<file path="src/rtl/dmem_arb_pkg.sv">
// Shared types and helpers for the data-memory port arbiter.
// Port 0 is the core LSU, port 1 the debug/loader master.
package dmem_arb_pkg;

    localparam int PORT_CORE  = 0;
    localparam int PORT_DBG   = 1;
    localparam int ARB_ADDR_W = 32;
    localparam int ARB_DATA_W = 32;

    typedef enum logic [1:0] {
        IDLE = 2'd0,
        OWN0 = 2'd1,
        OWN1 = 2'd2
    } owner_e;

    typedef struct packed {
        logic                    we;
        logic [ARB_ADDR_W-1:0]   addr;
        logic [ARB_DATA_W-1:0]   wdata;
        logic [ARB_DATA_W/8-1:0] be;
    } dmem_req_t;

    // Tie goes to the port that did not win last time.
    function automatic logic [1:0] rr_pick(
        input logic [1:0] req,
        input logic       last
    );
        logic [1:0] g;
        g = req;
        if (&req) begin
            g = last ? 2'b01 : 2'b10;
        end
        return g;
    endfunction

endpackage

</file>
<file path="src/rtl/dmem_port_arbiter_hold_counter.sv">
// Saturating grant counter bounding how long a locking owner
// may keep the dmem port while the other side waits.
module arb_hold_counter #(
    parameter int MAX_HOLD = 16,
    parameter int CW       = $clog2(MAX_HOLD + 1)
) (
    input  logic clk,
    input  logic reset_n,
    input  logic inc,
    input  logic clr,
    output logic sat
);

    localparam logic [CW-1:0] CMAX = CW'(MAX_HOLD);

    logic [CW-1:0] cnt_q;
    logic [CW-1:0] cnt_nxt;

    assign cnt_nxt = (inc && (cnt_q != CMAX))
                   ? cnt_q + CW'(1)
                   : cnt_q;

    // Flag reflects the count once this cycle's increment lands.
    assign sat = (cnt_nxt == CMAX);

    always_ff @(posedge clk or negedge reset_n) begin
        if (!reset_n) begin
            cnt_q <= '0;
        end else if (clr) begin
            cnt_q <= '0;
        end else begin
            cnt_q <= cnt_nxt;
        end
    end

endmodule

</file>
<file path="src/rtl/dmem_port_arbiter.sv">
// Data-memory port arbiter: round-robin between LSU and debug loader,
// with lock ownership bounded by a hold counter.
module dmem_port_arbiter
    import dmem_arb_pkg::*;
#(
    parameter int ADDR_W   = ARB_ADDR_W,
    parameter int DATA_W   = ARB_DATA_W,
    parameter int MAX_HOLD = 16
) (
    input  logic                       clk,
    input  logic                       reset_n,
    input  logic [1:0]                 req_i,
    input  logic [1:0]                 lock_i,
    input  logic [1:0]                 we_i,
    input  logic [1:0][ADDR_W-1:0]     addr_i,
    input  logic [1:0][DATA_W-1:0]     wdata_i,
    input  logic [1:0][DATA_W/8-1:0]   be_i,
    output logic [1:0]                 gnt_o,
    output logic [1:0]                 rvalid_o,
    output logic [DATA_W-1:0]          rdata_o,
    output logic                       mem_en_o,
    output logic                       mem_we_o,
    output logic [ADDR_W-1:0]          mem_addr_o,
    output logic [DATA_W-1:0]          mem_wdata_o,
    output logic [DATA_W/8-1:0]        mem_be_o,
    input  logic [DATA_W-1:0]          mem_rdata_i
);

    localparam int BE_W = DATA_W / 8;

    owner_e     state_q;
    owner_e     state_d;
    logic       last_q;
    logic [1:0] gnt;
    logic       any;
    logic       win;
    logic       cur;
    logic       in_own;
    logic       own_nxt;
    logic       hold_inc;
    logic       hold_sat;
    logic [1:0] rvalid_q;
    dmem_req_t  port_req [2];
    dmem_req_t  sel;

    always_comb begin
        gnt = 2'b00;
        unique case (state_q)
            OWN0:    gnt = {1'b0, req_i[PORT_CORE]};
            OWN1:    gnt = {req_i[PORT_DBG], 1'b0};
            default: gnt = rr_pick(req_i, last_q);
        endcase
        if (!reset_n) begin
            gnt = 2'b00;
        end
    end

    assign any    = |gnt;
    assign win    = gnt[PORT_DBG];
    assign in_own = (state_q != IDLE);

    // Port whose lock decides ownership: current owner, else the winner.
    assign cur = (state_q == OWN1) ? 1'b1
               : (state_q == OWN0) ? 1'b0
               : win;

    assign hold_inc = any & (in_own | lock_i[win]);

    assign own_nxt = (in_own | any)
                   & lock_i[cur]
                   & ~(hold_sat & req_i[~cur]);

    always_comb begin
        state_d = IDLE;
        if (own_nxt) begin
            state_d = cur ? OWN1 : OWN0;
        end
    end

    arb_hold_counter #(
        .MAX_HOLD (MAX_HOLD)
    ) u_hold (
        .clk     (clk),
        .reset_n (reset_n),
        .inc     (hold_inc),
        .clr     (~own_nxt),
        .sat     (hold_sat)
    );

    always_ff @(posedge clk or negedge reset_n) begin
        if (!reset_n) begin
            state_q  <= IDLE;
            last_q   <= 1'b1;
            rvalid_q <= 2'b00;
        end else begin
            state_q  <= state_d;
            rvalid_q <= gnt & ~we_i;
            if (any) begin
                last_q <= win;
            end
        end
    end

    always_comb begin
        for (int p = 0; p < 2; p++) begin
            port_req[p].we    = we_i[p];
            port_req[p].addr  = ARB_ADDR_W'(addr_i[p]);
            port_req[p].wdata = ARB_DATA_W'(wdata_i[p]);
            port_req[p].be    = (ARB_DATA_W/8)'(be_i[p]);
        end
    end

    always_comb begin
        sel = '0;
        unique case (1'b1)
            gnt[PORT_CORE]: sel = port_req[PORT_CORE];
            gnt[PORT_DBG]:  sel = port_req[PORT_DBG];
            default:        sel = '0;
        endcase
    end

    assign gnt_o       = gnt;
    assign mem_en_o    = any;
    assign mem_we_o    = sel.we;
    assign mem_addr_o  = ADDR_W'(sel.addr);
    assign mem_wdata_o = DATA_W'(sel.wdata);
    assign mem_be_o    = BE_W'(sel.be);
    assign rvalid_o    = rvalid_q;
    assign rdata_o     = mem_rdata_i;

endmodule

</file>
<file path="config.mk">
export PLATFORM = sky130hd
export DESIGN_NAME = dmem_port_arbiter
export DESIGN_NICKNAME = d
export VERILOG_FILES = /design/src/rtl/dmem_arb_pkg.sv /design/src/rtl/dmem_port_arbiter_hold_counter.sv /design/src/rtl/dmem_port_arbiter.sv
export SDC_FILE = /design/constraint.sdc
export NUM_CORES = 1
export LEC_CHECK = 0
export ABC_AREA = 1
export BUFFER_PORTS_ARGS = -buffer_cell sky130_fd_sc_hd__buf_2
export CAP_MARGIN = 20
export CORE_AREA = 2 2 110 112
export DETAILED_ROUTE_END_ITERATION = 7
export DIE_AREA = 0 0 112 114
export PLACE_DENSITY = 0.61
export RECOVER_POWER = 25
export SKIP_LAST_GASP = 1
export SYNTH_ARGS = -nofsm -noshare
export SYNTH_HDL_FRONTEND = slang
export SYNTH_HIERARCHICAL = 1
export SYNTH_SLANG_ARGS = --single-unit
</file>
<file path="constraint.sdc">
create_clock -name clk -period 2.8 [get_ports clk]
set_input_delay 0.28 -clock clk [delete_from_list [all_inputs] [get_ports clk]]
set_output_delay 0.28 -clock clk [all_outputs]
set_load 0.005 [all_outputs]
</file>
Yosys cells after proc, flatten, opt, wreduce, memory -nomap -nowiden
Cells that the tools add are included.
- bits in registers: 10
- output and inout bits: 106
- logic and storage cells: 43
- add/subtract/negate cells: 1
- magnitude comparators: 3
- equal/unequal tests: 4
- multiplexer cells: 17
- bitwise logic cells: 10
- reduce and logical (&&, ||, !) cells: 4
- operators with widths (cell ; count):
    69-bit one-hot mux with 2 select lines ; 1
    2-bit two-way mux ; 5
    5-bit two-way mux ; 2
    1-bit two-way mux ; 8
    1-bit by 2-bit less-than comparator with 1-bit output, second input constant ; 3
    5-bit by 1-bit adder with 5-bit output, second input constant ; 1
    5-bit equality test, second input constant ; 1
    5-bit != test, second input constant ; 1
    1-bit AND ; 4
    2-bit one-hot mux with 2 select lines ; 1
    2-bit AND ; 1
    2-bit by 1-bit equality test with 1-bit output, second input constant ; 1
    2-bit equality test, second input constant ; 1
    1-bit inverter ; 2
    2-bit inverter ; 1
    1-bit OR ; 2
    2-bit AND reduction ; 1
    2-bit nonzero test ; 1
    2-bit OR reduction ; 1
    1-bit logical AND ; 1

Logic depth before layout (Yosys ltp)
Gate-level depths: netlist of run 1.
- depth after elaboration: 15
- mapped depth: 21
- gate-level depth less buffers: 21

Modules after synthesis
Netlist of run 1, hierarchy kept.
- by module, submodules not included (module ; times used ; cells each ; area an instance (um2) ; seq. area each (um2)):
    dmem_port_arbiter ; 1 ; 306 ; 1546.5 ; 126.4
    arb_hold_counter ; 1 ; 44 ; 311.5 ; 125.1

Worst setup path after synthesis of run 1
Ideal clock, no wire load.
- path type: flip-flop to flip-flop
- start point: reg state_q[0]
- end point: reg u_hold.cnt_q[0]
- library setup time: 0.123 ns
- arrival: 2.192 ns
- data required time: 2.677 ns
- slack: 0.485 ns
- stages on the path, launching flop included: 21
- period minus slack after synthesis: 2.315 ns
- path through: dfrtp_1 > inv_1 > ha_1 > nor2_1 > nand2_2 > nand2_4 > nand2_1 > nand2_1 > nand2_1 > nand2_1 > nand2_2 > o21bai_2 > nand2_1 > nor2_1 > nand2_1 > nor2_2 > nand2_1 > nand2_1 > nand3_1 > nand3_1 > nor2_1
- longest elaborated chain between the ends: 14
- elaborated cells on any way between the ends: 25
- those cells by class: 3 x eq/ne; 12 x mux; 7 x bitwise; 3 x reduce/logical
- RTL lines (element ; RTL line ; source):
    start, declared ; dmem_port_arbiter.sv:31 ; owner_e state_q;
    start signal, assigned ; dmem_port_arbiter.sv:96 ; state_q <= state_d;
    2-bit equality test / 2-bit by 1-bit equality test with 1-bit output (equally long branches) ; dmem_port_arbiter.sv:48 ; unique case (state_q)
    2-bit one-hot mux with 2 select lines ; dmem_port_arbiter.sv:48 ;
    2-bit two-way mux ; dmem_port_arbiter.sv:53 ; if (!reset_n) begin
    1-bit two-way mux (not written as such) (2 in series) ; dmem_port_arbiter.sv:67 ; assign hold_inc = any & (in_own | lock_i[win]);
    1-bit OR ; dmem_port_arbiter.sv:67 ;
    1-bit AND (*) ; dmem_port_arbiter.sv:67 ;
    net hold_inc ; dmem_port_arbiter.sv:40 ; logic hold_inc;
    1-bit logical AND (*) ; dmem_port_arbiter_hold_counter.sv:19 ; assign cnt_nxt = (inc && (cnt_q != CMAX))
    5-bit two-way mux (*) ; dmem_port_arbiter_hold_counter.sv:20 ; ? cnt_q + CW'(1)
    5-bit equality test (*) ; dmem_port_arbiter_hold_counter.sv:24 ; assign sat = (cnt_nxt == CMAX);
    net hold_sat ; dmem_port_arbiter.sv:41 ; logic hold_sat;
    1-bit AND (*) ; dmem_port_arbiter.sv:71 ; & ~(hold_sat & req_i[~cur]);
    1-bit inverter (*) ; dmem_port_arbiter.sv:71 ;
    1-bit AND (*) ; dmem_port_arbiter.sv:71 ;
    5-bit two-way mux (*) ; dmem_port_arbiter_hold_counter.sv:29 ; end else if (clr) begin
    end signal, assigned ; dmem_port_arbiter_hold_counter.sv:32 ; cnt_q <= cnt_nxt;
    end, declared ; dmem_port_arbiter_hold_counter.sv:16 ; logic [CW-1:0] cnt_q;
The timed path passes the listed nets; every way through them passes the cells marked *. The select of a mux whose other input is x is not followed.
A chain may end at the register's enable or synchronous reset.

Worst setup path in the final report of run 1
- start point: reg state_q[0]
- end point: out mem_addr_o[0]
- longest elaborated chain between the ends: 4
- elaborated cells on any way between the ends: 5
- those cells by class: 2 x eq/ne; 3 x mux
- RTL lines (element ; RTL line ; source):
    2-bit equality test / 2-bit by 1-bit equality test with 1-bit output (equally long branches) ; dmem_port_arbiter.sv:48 ;
    2-bit one-hot mux with 2 select lines (*) ; dmem_port_arbiter.sv:48 ;
    2-bit two-way mux (*) ; dmem_port_arbiter.sv:53 ;
    69-bit one-hot mux with 2 select lines (*) ; dmem_port_arbiter.sv:115 ; unique case (1'b1)
    end, declared ; dmem_port_arbiter.sv:23 ; output logic [ADDR_W-1:0] mem_addr_o,
Mark *: on every way between the ends. The rest lies on a longest branch, timed or not.

==> results of run 1 <==
-- logic make-up (layout without fill, tap and decap cells) --
group	count (synthesis)	in the layout	synth area share, %
adders and majority gates	5	5	3.367
and+or+nand+nor	266	266	55.29
AOI/OAI and AO/OA	7	7	2.761
DFF	10	10	13.54
buffers and inverters	62	242	25.05
-- registers in the layout, summed over array words and instances, names as in the netlist --
| name | count |
|---|---|
| u_hold/cnt_q | 5 |
| last_q | 1 |
| rvalid_o | 2 |
| state_q | 2 |
-- cell usage in the layout (no fill, tap or decap), drive strengths merged --
cell         netlist  routed
nand3              9       9
ha                 5       5
clkbuf             0       4
dfrtp              9       9
inv               16      16
dfstp              1       1
buf               46     221
o21ai              1       1
a21oi              4       4
nor2              13      13
o21bai             2       2
nand2            244     244
dlygate4sd3        0       1
-- metrics by stage --
stage               std cells  hold slack [ns]
floorplan                 350         -0.01559
global placement          672          0.09520
detailed placement        672          0.09363
CTS                       677           0.2215
global route              677           0.2283
finish                    677           0.2231
-- worst max-delay path: stages (launching register included) --
cell and delay (ns):
dfrtp_1 0.34, inv_1 0.06, ha_1 0.36, a21oi_2 0.23
nand2_4 0.11, inv_6 0.06, buf_4 0.54, nand2_1 0.11
nand2_1 0.12, buf_2 0.12
-- what timing repair did --
action	CTS	global route
hold endpoints to repair	1	0
hold buffers	1	0
endpoints found under the setup margin	0	5
gates resized for setup	0	2
-- how the worst min path moves through the flow --
stage	start	to	slack (ns)	cells after the start
3_5_place_dp	reset_n	rvalid_o[1]$_DFF_PN0_	0.09	1
4_1_cts	we_i[1]	rvalid_o[1]$_DFF_PN0_	0.22	2
6_report	we_i[1]	rvalid_o[1]$_DFF_PN0_	0.22	2
2_1_floorplan	reset_n	rvalid_o[0]$_DFF_PN0_	-0.02	0
3_3_place_gp	reset_n	rvalid_o[1]$_DFF_PN0_	0.1	1
5_1_grt	we_i[1]	rvalid_o[1]$_DFF_PN0_	0.23	2
-- metal layers --
layer	wire, um	vias up	share of wire (%)
met3	862	4	12
met4	18	0	0.24
li1	-	1365	-
met5	0	-	0
met1	2956	1113	40
met2	3595	151	48
-- where the power goes --
group	total [mW]	internal (mW)	switching, mW	leakage [nW]
Combinational	0.568	0.255	0.313	1.79
Clock	0.285	0.215	0.0702	0.0442
Sequential	0.170	0.162	0.00801	0.134
Total	1.02	0.632	0.391	1.96
-- area by class of cell --
class / instances / area, um2 / area share (%)
clock buffers: 4 / 88.84 / 3.086
inverters: 16 / 67.56 / 2.347
multi-input cells: 278 / 1149 / 39.90
flip-flops and latches: 10 / 251.5 / 8.735
well taps: 147 / 183.9 / 6.389
repair buffers: 222 / 1139 / 39.55
==> impl_metrics.ini, run 1 <==
[route]
ant_nets = 0
vias = 2633
avgViaCountPerCell = 3.889
routedWlPerCell_um = 10.98
drtPass1Iterations = 4
drc = 0
routed_wl_mm = 7.433
drt_iter0_drc = 96

[layout]
diodes = 0
fillCellCount = 1370
final_util_pct = 24.58
fin_nets = 712
fin_area_um2 = 2879
drive_gt1_share_pct = 44.91
area_growth_pct = 54.95

[pwr]
peakVddDrop_uv = 249.1
fin_total_pwr_mw = 1.024
p_leak_nw = 1.965
powerDensity_nw_per_um2 = 355.6

[placement]
io_buffers = 217
place_ws_ns = 0.1844
place_congestion = 0.7757
placed_area_um2 = 2773
dp_hpwl_mm = 6.202

[floorplanning]
die_x_um = 112
core_um2 = 11710
die_h_um = 114
boundaryPins = 282
initial_utilization_pct = 15.87
placementRows = 40
die_area_um2 = 12770

[grt]
grt_pass1_vias = 2173
grt_use_met3_pct = 3.401
grt_antenna_before_repair = 0
grt-ovfl-total = 0
grt_usage_pct = 10.03
grt_pass1_wl_mm = 10.54
use_met1_pct = 12.54
top_usage_layer = met2
grt_util_met2_pct = 17.37
grt_max_degree = 71

[sta]
fin_ws_ns = 0.1884
finalCritPeriodShare_pct = 93.27
hold_violations = 0
setup_viol = 0
setup_tns_ns = 0
rsz0062_at_grt = no
slew_violations = 0
fin_crit_ns = 2.612
relSlewSlack_pct = 53.70
tightest_slew_ns = 0.6944
fin_skew_ns = 0.005529
fmax_ghz = 0.3829

[worst_setup_path]
r2r_start = state_q[0]$_DFF_PN0_
end_kind = primary output
cp-start-kind = flop
reg2regPathDepth = 20
r2r_slack_ns = 0.28
required_ns = 2.52
crit_arrival_ns = 2.33
crit_end = mem_addr_o[0]
crit_start = state_q[0]$_DFF_PN0_
path_class = reg -> out
worstReg2RegEnd = u_hold/cnt_q[1]$_DFF_PN0_
cp_max_fo = 70

[yosys]
synth_warnings = 6
synth_top_area_share_pct = 48.48
synth_cells = 350
syn_nets = 531
synth_ff_type = dfrtp_1
syn-mean-instance-area_um2 = 5.309
synth_edf_count = 0
synth-async-reset-ratio_pct = 100.0
synth.cell_area_um2 = 1858
synth.most_common_cell = nand2_1
synth_cell_type_count = 19
yosys-top-cells-area = nand2_1 (48%), buf_4 (13%), dfrtp_1 (12%)
ys_seq_area_share_pct = 13.54
ys_ff_latch = 10
yosysTopAreaCell = nand2_1
ys_top_cells_by_count = nand2_1 (240), buf_4 (32), buf_6 (14), inv_1 (14), nor2_1 (12)

[hold_path]
hold_path.class = in -> reg

[cts]
postCtsSetupBuffers = 0
clk_latency_ns = 0.24
cts_buffer_depth = 2
clock_sinks = 10
cts_htree_levels = 1
cts_tree = built
clk_pin_slew_worst_paths_ns = 0.04
cts-root-buf = clkbuf_16
cts_made_buffers = 3

[status]
status = finished, final reports clean

[job]
drv_cap = 0
No activity file was read; power rests on OpenSTA's default activity.
==> run 2: changes to the inputs <==
- CAP_MARGIN: 20 -> not set
- clock period: 2.8 -> 3 ns (I/O delays scaled with it)
==> run 2 against run 1 <==
Effect of this change:
- clock power decreased by 5%
- combinational power decreased by 7.4%
- critical path type is now in -> out
- sequential power decreased by 6%
- die area unchanged
==> impl_metrics.ini, run 2 (synthesis results as in run 1) <==
[route]
routedWlPerCell_um = 11.20
routed_wl_mm = 7.574
drc = 0
vias = 2625
drtPass1Iterations = 4
avgViaCountPerCell = 3.883
drt_iter0_drc = 97
ant_nets = 0

[floorplanning]
die_area_um2 = 12770
placementRows = 40
initial_utilization_pct = 15.87
core_um2 = 11710
die_h_um = 114
die_x_um = 112
boundaryPins = 282

[pwr]
p_leak_nw = 1.956
pwr-share-seq_pct = 16.7
p_switching_mw = 0.3711
power_frac_comb_pct = 55.0
pwr-share-clk_pct = 28.3
powerDensity_nw_per_um2 = 334.8
switching_share_pct = 38.83
peakVddDrop_uv = 325.1
fin_total_pwr_mw = 0.9556
power.internal_mw = 0.5845

[layout]
final_util_pct = 24.37
final_cell_mix = nand2_1 (240), buf_2 (216), inv_1 (14)
multi_input_area_um2 = 1141
largest_reg_flops = 5
largest-register = u_hold/cnt_q
fin_nets = 711
fillCellCount = 1366
layout_commonest_cell = nand2_1
area_growth_pct = 53.60
final_cells = 676
drive_gt1_share_pct = 44.42
seqCellArea_um2 = 251.5
diodes = 0

[grt]
grt_antenna_before_repair = 0
grt_max_degree = 71
grt_pass1_wl_mm = 10.85
grt_usage_pct = 10.36
grt_pass1_vias = 2179
grt-ovfl-total = 0

[cts]
cts-root-buf = clkbuf_16
postCtsSetupBuffers = 0
clock_sinks = 10
clk_pin_slew_worst_paths_ns = 0.04
cts_tree = built
clk_latency_ns = 0.24
cts_made_buffers = 3
cts_htree_levels = 1
cts_buffer_depth = 2

[sta]
hold_violations = 0
setup_viol = 0
fin_ws_ns = 0.2652
fmax_ghz = 0.3657
rsz0062_at_grt = no
tightest_slew_ns = 0.7313
fin_crit_ns = 2.735
relSlewSlack_pct = 51.25
finalCritPeriodShare_pct = 91.16
fin_skew_ns = 0.005626
setup_tns_ns = 0
slew_violations = 0

[worst_setup_path]
path_depth = 10
slowest_stage = dlygate4sd3_1
cpMostUsedCell = nand2_1
path_cells = dlygate4sd3_1 > clkbuf_4 > nand2_1 > a21oi_2 > nand2_4 > inv_6 > buf_4 > nand2_1 > nand2_1 > buf_2
cp-start-kind = input port
cp_max_fo = 70
required_ns = 2.70
crit_end = mem_addr_o[0]
r2r_start = state_q[0]$_DFF_PN0_
critPathMaxStageDelay_ns = 0.52
end_kind = primary output
crit_start = reset_n
crit_arrival_ns = 2.43
r2r_slack_ns = 0.41
worst-path-buf-inv = 5
worstReg2RegEnd = u_hold/cnt_q[0]$_DFF_PN0_
path_class = in -> out
reg2regPathDepth = 20
cp_top_family = buffers and inverters

[job]
drv_cap = 0

[placement]
dp_hpwl_mm = 6.163
place_congestion = 0.8184
dp.cells = 671
io_buffers = 217
place_ws_ns = 0.4452

[hold_path]
holdCritStartpoint = we_i[1]
hold_path.class = in -> reg

[status]
status = finished, final reports clean
==> run 2: cell types whose count changed in the layout (fill, tap and decap cells not counted) <==
cell      change
buf_2         -1
nand3_2       -1
nand3_1       +1
buf_12        -1
nand2_1       +1
clkbuf_4      +1
nand2_2       -1
==> run 2: worst register-to-register path, stage by stage, from the launching register on <==
cell,delay [ns]
dfrtp_1,0.34
inv_1,0.06
ha_1,0.36
nor2_1,0.16
nand2_2,0.09
nand2_4,0.12
nand2_1,0.06
nand2_1,0.06
nand2_1,0.05
nand2_1,0.15
nand2_2,0.11
o21bai_2,0.14
nand2_1,0.07
nor2_1,0.09
nand2_1,0.06
nor2_2,0.09
nand2_1,0.06
nand2_1,0.07
nand3_1,0.07
nand3_1,0.18
nor2_1,0.09
==> run 2: power groups by stage <==
| stage | Combinational (mW) | Sequential (mW) | Clock, mW |
|---|---|---|---|
| 6_report | 0.526 | 0.160 | 0.270 |
| 3_3_place_gp | 0.530 | 0.161 | 0 |
| 5_1_grt | 0.598 | 0.162 | 0.276 |
| 2_1_floorplan | 0.332 | 0.160 | 0 |
| 4_1_cts | 0.532 | 0.160 | 0.273 |
| 3_5_place_dp | 0.527 | 0.161 | 0 |
==> run 2: how the worst min path moves through the flow <==
stage	depth (start not counted)	to	slack [ns]
floorplan	0	rvalid_o[0]$_DFF_PN0_	0.004
global placement	1	rvalid_o[0]$_DFF_PN0_	0.19
detailed placement	1	rvalid_o[0]$_DFF_PN0_	0.19
CTS	2	rvalid_o[1]$_DFF_PN0_	0.25
global route	2	rvalid_o[1]$_DFF_PN0_	0.26
finish	2	rvalid_o[1]$_DFF_PN0_	0.25
==> run 2: repair_timing <==
| action | CTS | global route |
|---|---|---|
| hold buffers | 1 | 0 |
| hold endpoints to repair | 9 | 0 |
| resized for setup | 0 | 1 |
| endpoints found under the setup margin | 0 | 5 |
==> run 2: area by class of cell <==
cell class,instances,share of cell area [%]
multi-input cells,278,39.98
clock buffers,4,3.113
repair buffers,221,39.28
flip-flops and latches,10,8.812
inverters,16,2.367
well taps,147,6.445
==> run 2: through the flow <==
stage | area, um2 | hold WS, ns
after global placement | 2753 | 0.1903
final | 2854 | 0.2533
after detailed placement | 2753 | 0.1856
after floorplan | 1858 | 0.004409
after CTS | 2851 | 0.2543
after global routing | 2854 | 0.2593
==> run 2: routing by layer <==
| metal | wire, um | track usage, % |
|---|---|---|
| met2 | 3582 | 17.98 |
| met1 | 3026 | 12.60 |
| met5 | 0 | 0 |
| met3 | 913 | 3.454 |
| met4 | 51 | 2.114 |
